==> config.mk <==
export PLATFORM = sky130hd
export DESIGN_NAME = mux4_rr_arbiter
export DESIGN_NICKNAME = d
export VERILOG_FILES = /design/src/rtl/mux4_rr_arbiter.sv
export SDC_FILE = /design/constraint.sdc
export NUM_CORES = 1
export LEC_CHECK = 0
export CAP_MARGIN = 20
export CORE_ASPECT_RATIO = 0.5
export CORE_UTILIZATION = 46
export DETAILED_ROUTE_END_ITERATION = 12
export HOLD_SLACK_MARGIN = 0.06
export PLACE_DENSITY_LB_ADDON = 0.1
export SYNTH_ARGS = -nofsm -noshare
export SYNTH_HDL_FRONTEND = slang
export SYNTH_SLANG_ARGS = --single-unit
==> constraint.sdc <==
create_clock -name clock -period 2.45 [get_ports clock]
set_clock_uncertainty 0.1 [all_clocks]
set_input_delay 0.3675 -clock clock [delete_from_list [all_inputs] [get_ports clock]]
set_output_delay 0.3675 -clock clock [all_outputs]
set_load 0.02 [all_outputs]
==> src/rtl/mux4_rr_arbiter.sv <==
// rtl/mux4_rr_arbiter.sv - round-robin arbiter and sequencer for the shared 4-input operand mux
module mux4_rr_arbiter #(
  parameter int MAX_HOLD = 4
) (
  input  logic       clock,
  input  logic       reset_n,
  input  logic [3:0] REQ,
  input  logic [3:0] D0,
  input  logic [3:0] D1,
  input  logic [3:0] D2,
  input  logic [3:0] D3,
  output logic [3:0] GNT,
  output logic [1:0] S,
  output logic [3:0] Y,
  output logic       VALID,
  output logic       BUSY
);

  typedef enum logic [0:0] {IDLE = 1'b0, GRANT = 1'b1} state_t;

  localparam logic [3:0] HOLD_LIM = 4'(MAX_HOLD);

  state_t     state, nextState;
  logic [1:0] priPtr, nextPri;
  logic [3:0] holdCnt, nextHc;
  logic [3:0] nextGnt;
  logic [1:0] nextS;
  logic [1:0] owner;
  logic [3:0] others;
  logic [3:0] muxOut;

  // First requester in rotating order starting at p.
  function automatic logic [1:0] pick(input logic [1:0] p, input logic [3:0] m);
    logic [1:0] idx;
    logic       found;
    pick  = p;
    found = 1'b0;
    for (int i = 0; i < 4; i++) begin
      idx = p + 2'(i);
      if (!found && m[idx]) begin
        pick  = idx;
        found = 1'b1;
      end
    end
  endfunction

  function automatic logic [3:0] onehot(input logic [1:0] g);
    onehot = 4'b0001 << g;
  endfunction

  // The current owner is whatever S points at while a grant is held.
  assign owner  = S;
  assign others = REQ & ~onehot(owner);
  assign BUSY   = |GNT;

  // Next-state and next-grant decision, including hold-limit forced rotation.
  always_comb begin
    nextState = state;
    nextGnt   = GNT;
    nextS     = S;
    nextPri   = priPtr;
    nextHc    = holdCnt;
    case (state)
      IDLE: begin
        if (|REQ) begin
          nextS     = pick(priPtr, REQ);
          nextGnt   = onehot(nextS);
          nextHc    = 4'd1;
          nextState = GRANT;
        end
      end
      GRANT: begin
        if (!REQ[owner]) begin
          nextPri = owner + 2'd1;
          if (|REQ) begin
            nextS   = pick(owner + 2'd1, REQ);
            nextGnt = onehot(nextS);
            nextHc  = 4'd1;
          end else begin
            nextGnt   = 4'b0000;
            nextHc    = 4'd0;
            nextState = IDLE;
          end
        end else if (holdCnt == HOLD_LIM && |others) begin
          nextS   = pick(owner + 2'd1, others);
          nextGnt = onehot(nextS);
          nextPri = owner + 2'd1;
          nextHc  = 4'd1;
        end else if (holdCnt != HOLD_LIM) begin
          nextHc = holdCnt + 4'd1;
        end
      end
      default: begin
        nextState = IDLE;
        nextGnt   = 4'b0000;
      end
    endcase
  end

  // Operand selection using the registered select.
  always_comb begin
    muxOut = D0;
    case (S)
      2'd0: muxOut = D0;
      2'd1: muxOut = D1;
      2'd2: muxOut = D2;
      2'd3: muxOut = D3;
      default: muxOut = D0;
    endcase
  end

  // Control state register; reset wins over any grant in progress.
  always_ff @(posedge clock) begin
    if (!reset_n) begin
      state   <= IDLE;
      GNT     <= 4'b0000;
      S       <= 2'd0;
      priPtr  <= 2'd0;
      holdCnt <= 4'd0;
    end else begin
      state   <= nextState;
      GNT     <= nextGnt;
      S       <= nextS;
      priPtr  <= nextPri;
      holdCnt <= nextHc;
    end
  end

  // Capture the granted operand one edge after the grant becomes visible.
  always_ff @(posedge clock) begin
    if (!reset_n) begin
      Y     <= 4'd0;
      VALID <= 1'b0;
    end else if (|GNT) begin
      Y     <= muxOut;
      VALID <= 1'b1;
    end else begin
      VALID <= 1'b0;
    end
  end

endmodule

# == Word-level counts from Yosys, hierarchy flattened ==
# Index checks and enable logic that the tools add are counted.
# word_totals
elab_cells,167
ff_bits,18
# op_classes
add_sub_neg,8
shifts,4
n_eq_ne,10
bitwise_logic,3
n_mux,99
order_cmp,9
n_reduce_logical,27
# op_table
cell,n
1-bit two-way mux,50
2-bit two-way mux,23
4-bit two-way mux,8
2-bit by 3-bit < comparator with 1-bit output (second input constant),9
1-bit binary-select mux with 2-bit select,13
4-bit case mux with 2 select lines,2
4-bit case mux with 4 select lines,1
1-bit by 2-bit left shift with 4-bit output (first input constant),4
4-bit OR reduction,3
1-bit logical AND,10
1-bit zero test,9
2-bit adder (second input constant),4
2-bit by 1-bit adder with 2-bit output (second input constant),3
2-bit AND reduction,3
4-bit by 1-bit adder with 4-bit output (second input constant),1
4-bit bitwise AND,1
2-bit equality test (second input constant),2
4-bit by 3-bit equality test with 1-bit output (second input constant),1
4-bit by 2-bit != test with 1-bit output (second input constant),1
4-bit by 3-bit != test with 1-bit output (second input constant),1
4-bit inverter,1
2-bit case mux with 2 select lines,1
3-bit by 1-bit != test with 1-bit output (second input constant),1
3-bit by 2-bit != test with 1-bit output (second input constant),1
other kinds (7),7

# == Depth between registers and ports, before layout ==
# logic_depth
ltp_word,31
ltp_mapped,10

# == Least setup slack after synthesis ==
# No wires, ideal clock.
# synth_timing
path_kind,register -> register
startpoint,reg S[0]
endpoint,reg S[1]
path_stages_with_launch,11
period_less_slack_ps,2640
path_buffers,2
t_arrival_ps,2423
setup_slack_ps,-190
required_time_ps,2233
path_cell_list,dfxtp_1 inv_2 ha_1 buf_4 inv_2 buf_2 o221ai_1 o21ai_0 a21oi_1 or4_1 a32o_1
# synth_between
elab_chain_cells,30
# synth_lines
item,line,text
start: declaration,13,"output logic [1:0] S,"
start signal: assignment,123,S <= nextS;
branches (longest 30 deep; another with 2-bit by 1-bit adder with 2-bit output),n/a,
# Several ways; the timed one is not identified. The select of a mux whose other input is x is not followed.
# A chain may end at the register's enable or synchronous reset.

# == Worst setup path after layout ==
# layout_timing
startpoint,in REQ[0]
endpoint,reg S[1]
# layout_between
elab_chain_cells,28
# layout_lines
item,line,text
start: declaration,7,"input logic [3:0] REQ,"
4-bit bitwise AND,53,assign others = REQ & ~onehot(owner);
1-bit binary-select mux with 2-bit select,40,if (!found && m[idx]) begin
1-bit two-way mux (not written as such),40,
1-bit two-way mux,40,
1-bit two-way mux,84,end else if (holdCnt == HOLD_LIM && |others) begin
1-bit two-way mux,73,if (!REQ[owner]) begin
1-bit two-way mux,63,case (state)
1-bit zero test,40,
[... 12 more ...],n/a,
1-bit logical AND,40,
2-bit two-way mux,40,
2-bit two-way mux,84,
2-bit two-way mux,73,
2-bit two-way mux,63,
2-bit two-way mux,84,
2-bit two-way mux,73,
2-bit case mux with 2 select lines,63,
# Parallel ways exist; a longest one is shown, timed or not. The select of a mux whose other input is x is not followed.

==> metrics.txt <==
status finished, final reports clean; clock tree from TritonCTS yes; power density cells 713 nW/µm²; async set-reset flop share out of synthesis 0%; Seq cells post-synth 18; number of nets in the layout 320; wire length of the first global-routing pass 8.87 mm; number of standard cells in the layout, taps in and fillers out 339; number of buffers created by CTS 3; Slew HR 68.6%; Final Setup Violations 0; total detailed-routing wirelength 5.38 mm; number of buffer cells added on primary ports 33; Max Root-Sink Buffers 2; die span in x between 80 and 90 µm; number of clock sinks 18; cell row count 14; final hold violation count 0; overall die height 44.1 µm; peak ir drop on the vdd network 0.000363 V; highest attainable clock frequency 419 MHz; arrival time of data at the critical path endpoint 2430 ps; EDFF count, synth 0; max-slew violation count 0; sequential fraction of the synthesis area 22.1%; crit path buf inv count 1; largest net degree at the start of global routing 13; average wire per standard cell approximately 16 µm; Post-Synthesis Mean Instance Area 7.28 µm²; total number of vias 1,995; area added between synthesis and finish 45.4%; delay of the slowest critical-path stage 610 ps; total track usage a little over 30%; clock-pin slew on the worst setup and hold paths about 70 ps; unrepaired setup endpoints after global routing yes; top library cells by usage in the layout, fill and taps aside buf_4, clkdlybuf4s50_1, nor2_1; Slowest cell on crit path clkdlybuf4s50_1; boundary pin count 34; H-tree lvl count 1; grt met3 use 10.8%; number of max-cap violations 0; DP Wirelength between 4 and 5 mm; critical path, cell by cell clkdlybuf4s50_1, nor2b_2, o31ai_1, o21ai_0, a21oi_1, or4_1, a32o_1; highest fanout seen on the critical path 5; number of cells produced by synthesis 224; die footprint 3800 µm²; antenna violations before repair 0; post-synthesis cell type count 54; dominant register cell in the synthesized netlist dfxtp_1; layout cell share with drive strength beyond 1 between 20% and 30%; post-layout minimum cycle time 2390 ps; area of combinational cells with multiple inputs 1200 µm²; grt met2 use 47.1%; kind of capture point of the worst setup path register; core area 3190 µm²; placer congestion estimate 0.934; antenna violation net count after detailed routing 0; clock latency reported for the late side of the worst-skew pair 260 ps; startpoint class of the critical path input pin; transition time at the pin with the least slew margin 470 ps; data required time of the worst path 2500 ps; Tcrit/Tclk final 97.5%; met1 track utilization from global routing 41.1%; Post-Syn Area 1630 µm²; remaining routing DRC violations 0; Post-Syn Nets 252; Clock Root Buffer clkbuf_8; family with the most delay on the worst path compound AO/OA/AOI/OAI gates; Static Leakage between 0.9 and 1 nW; total inserted antenna cells 0; Post-CTS Hold Fix Bufs 0; vias in the first global route approximately 1,900; synthesis warning total 0; layer carrying the most global-route usage met2; register area around 370 µm²; vias per cell 5.88; count of fill cells added during filler insertion about 260; fin util 74.3%; Min-Delay Path Class reg -> reg; router iterations before antenna repair 4; overflow left after global routing 0; critical path class in -> reg; total instance count after detailed placement 335; most common cell after layout, fill and taps aside buf_4; Detailed Route Iter0 Violations 143; starting utilization of the core area 51.1%
[sequential cells by signal (all words and copies together) (netlist names)]
name and count:
GNT 4, S 2, VALID 1, Y 4
holdCnt 4, priPtr 2, state 1
[worst paths after layout]
kind                                 from                       to  slack [ps]  depth (start not counted)
hold reg to reg   holdCnt[1]$_SDFFE_PN0P_  holdCnt[1]$_SDFFE_PN0P_         410                          2
setup / recovery                   REQ[0]        S[1]$_SDFFE_PN0P_          60                          7
setup reg to reg        S[0]$_SDFFE_PN0P_        S[1]$_SDFFE_PN0P_          80                          9
hold / removal    holdCnt[1]$_SDFFE_PN0P_  holdCnt[1]$_SDFFE_PN0P_         410                          2
[logic make-up (layout without fill, tap and decap cells)]
group                      Yosys count  count (layout)  share of synthesized area (%)
AOI/OAI and AO/OA                   78              78                           32.9
muxes                                4               4                           3.22
buffers and inverters               26              93                           7.21
and+or+nand+nor                     89              89                           28.3
DFF                                 18              18                           22.1
adders and majority gates            6               6                           4.60
xor gates and xnor gates             3               3                           1.61
[cell usage after synthesis (4+ instances only)]
cell type / n / area [µm²]
ha_1: 6 / 75.1
inv_1: 10 / 37.5
dfxtp_1: 18 / 360
o31ai_1: 4 / 30.0
clkbuf_1: 4 / 15.0
nand2b_1: 7 / 43.8
o22ai_1: 4 / 25.0
o21ai_0: 19 / 95.1
nor2_1: 21 / 78.8
a222oi_1: 4 / 40.0
buf_2: 7 / 35.0
nor3_1: 11 / 55.1
and2_1: 7 / 43.8
nor2b_1: 8 / 50.1
a21oi_1: 19 / 95.1
nand2_1: 16 / 60.1
[what timing repair did]
action	CTS	global route
gates resized for setup	3	5
pin swaps	0	1
setup buffers	0	0
endpoints found under the setup margin	1	3
[tightest hold or removal path, delay by kind of cell, from the launching register on]
kind,cells,cell delay [ps]
flops,1,340
simple gates,1,80
compound gates,1,50
[where the power goes]
part	switching [mW]	internal, mW
registers	0.0323	0.343
clock network	0.100	0.116
logic	0.567	0.532
[routing by layer]
metal  up-vias  routed length (µm)
li1        975                   -
met1       914                2520
met2       102                2230
met3         4                 603
met4         0                  20
met5         -                   0
[layout make-up]
cell class	count	area share, %
multi-input cells	180	50.5
repair buffers	76	27.6
flip-flops and latches	18	15.4
well taps	48	2.53
inverters	13	2.06
clock buffers	4	1.90
[per-stage QoR]
stage | worst slack, ps | hold slack (ps) | power, mW | instance area [µm²] | setup TNS [ps]
floorplan | 31.2 | 370 | 0.981 | 1640 | 0
global route | -56.8 | 429 | 1.80 | 2370 | -56.8
global placement | -151 | 390 | 1.40 | 2280 | -487
detailed placement | -166 | 401 | 1.41 | 2280 | -722
finish | 61.5 | 412 | 1.69 | 2370 | 0
CTS | 71.4 | 414 | 1.66 | 2340 | 0
(Power assumes the default switching activity.)
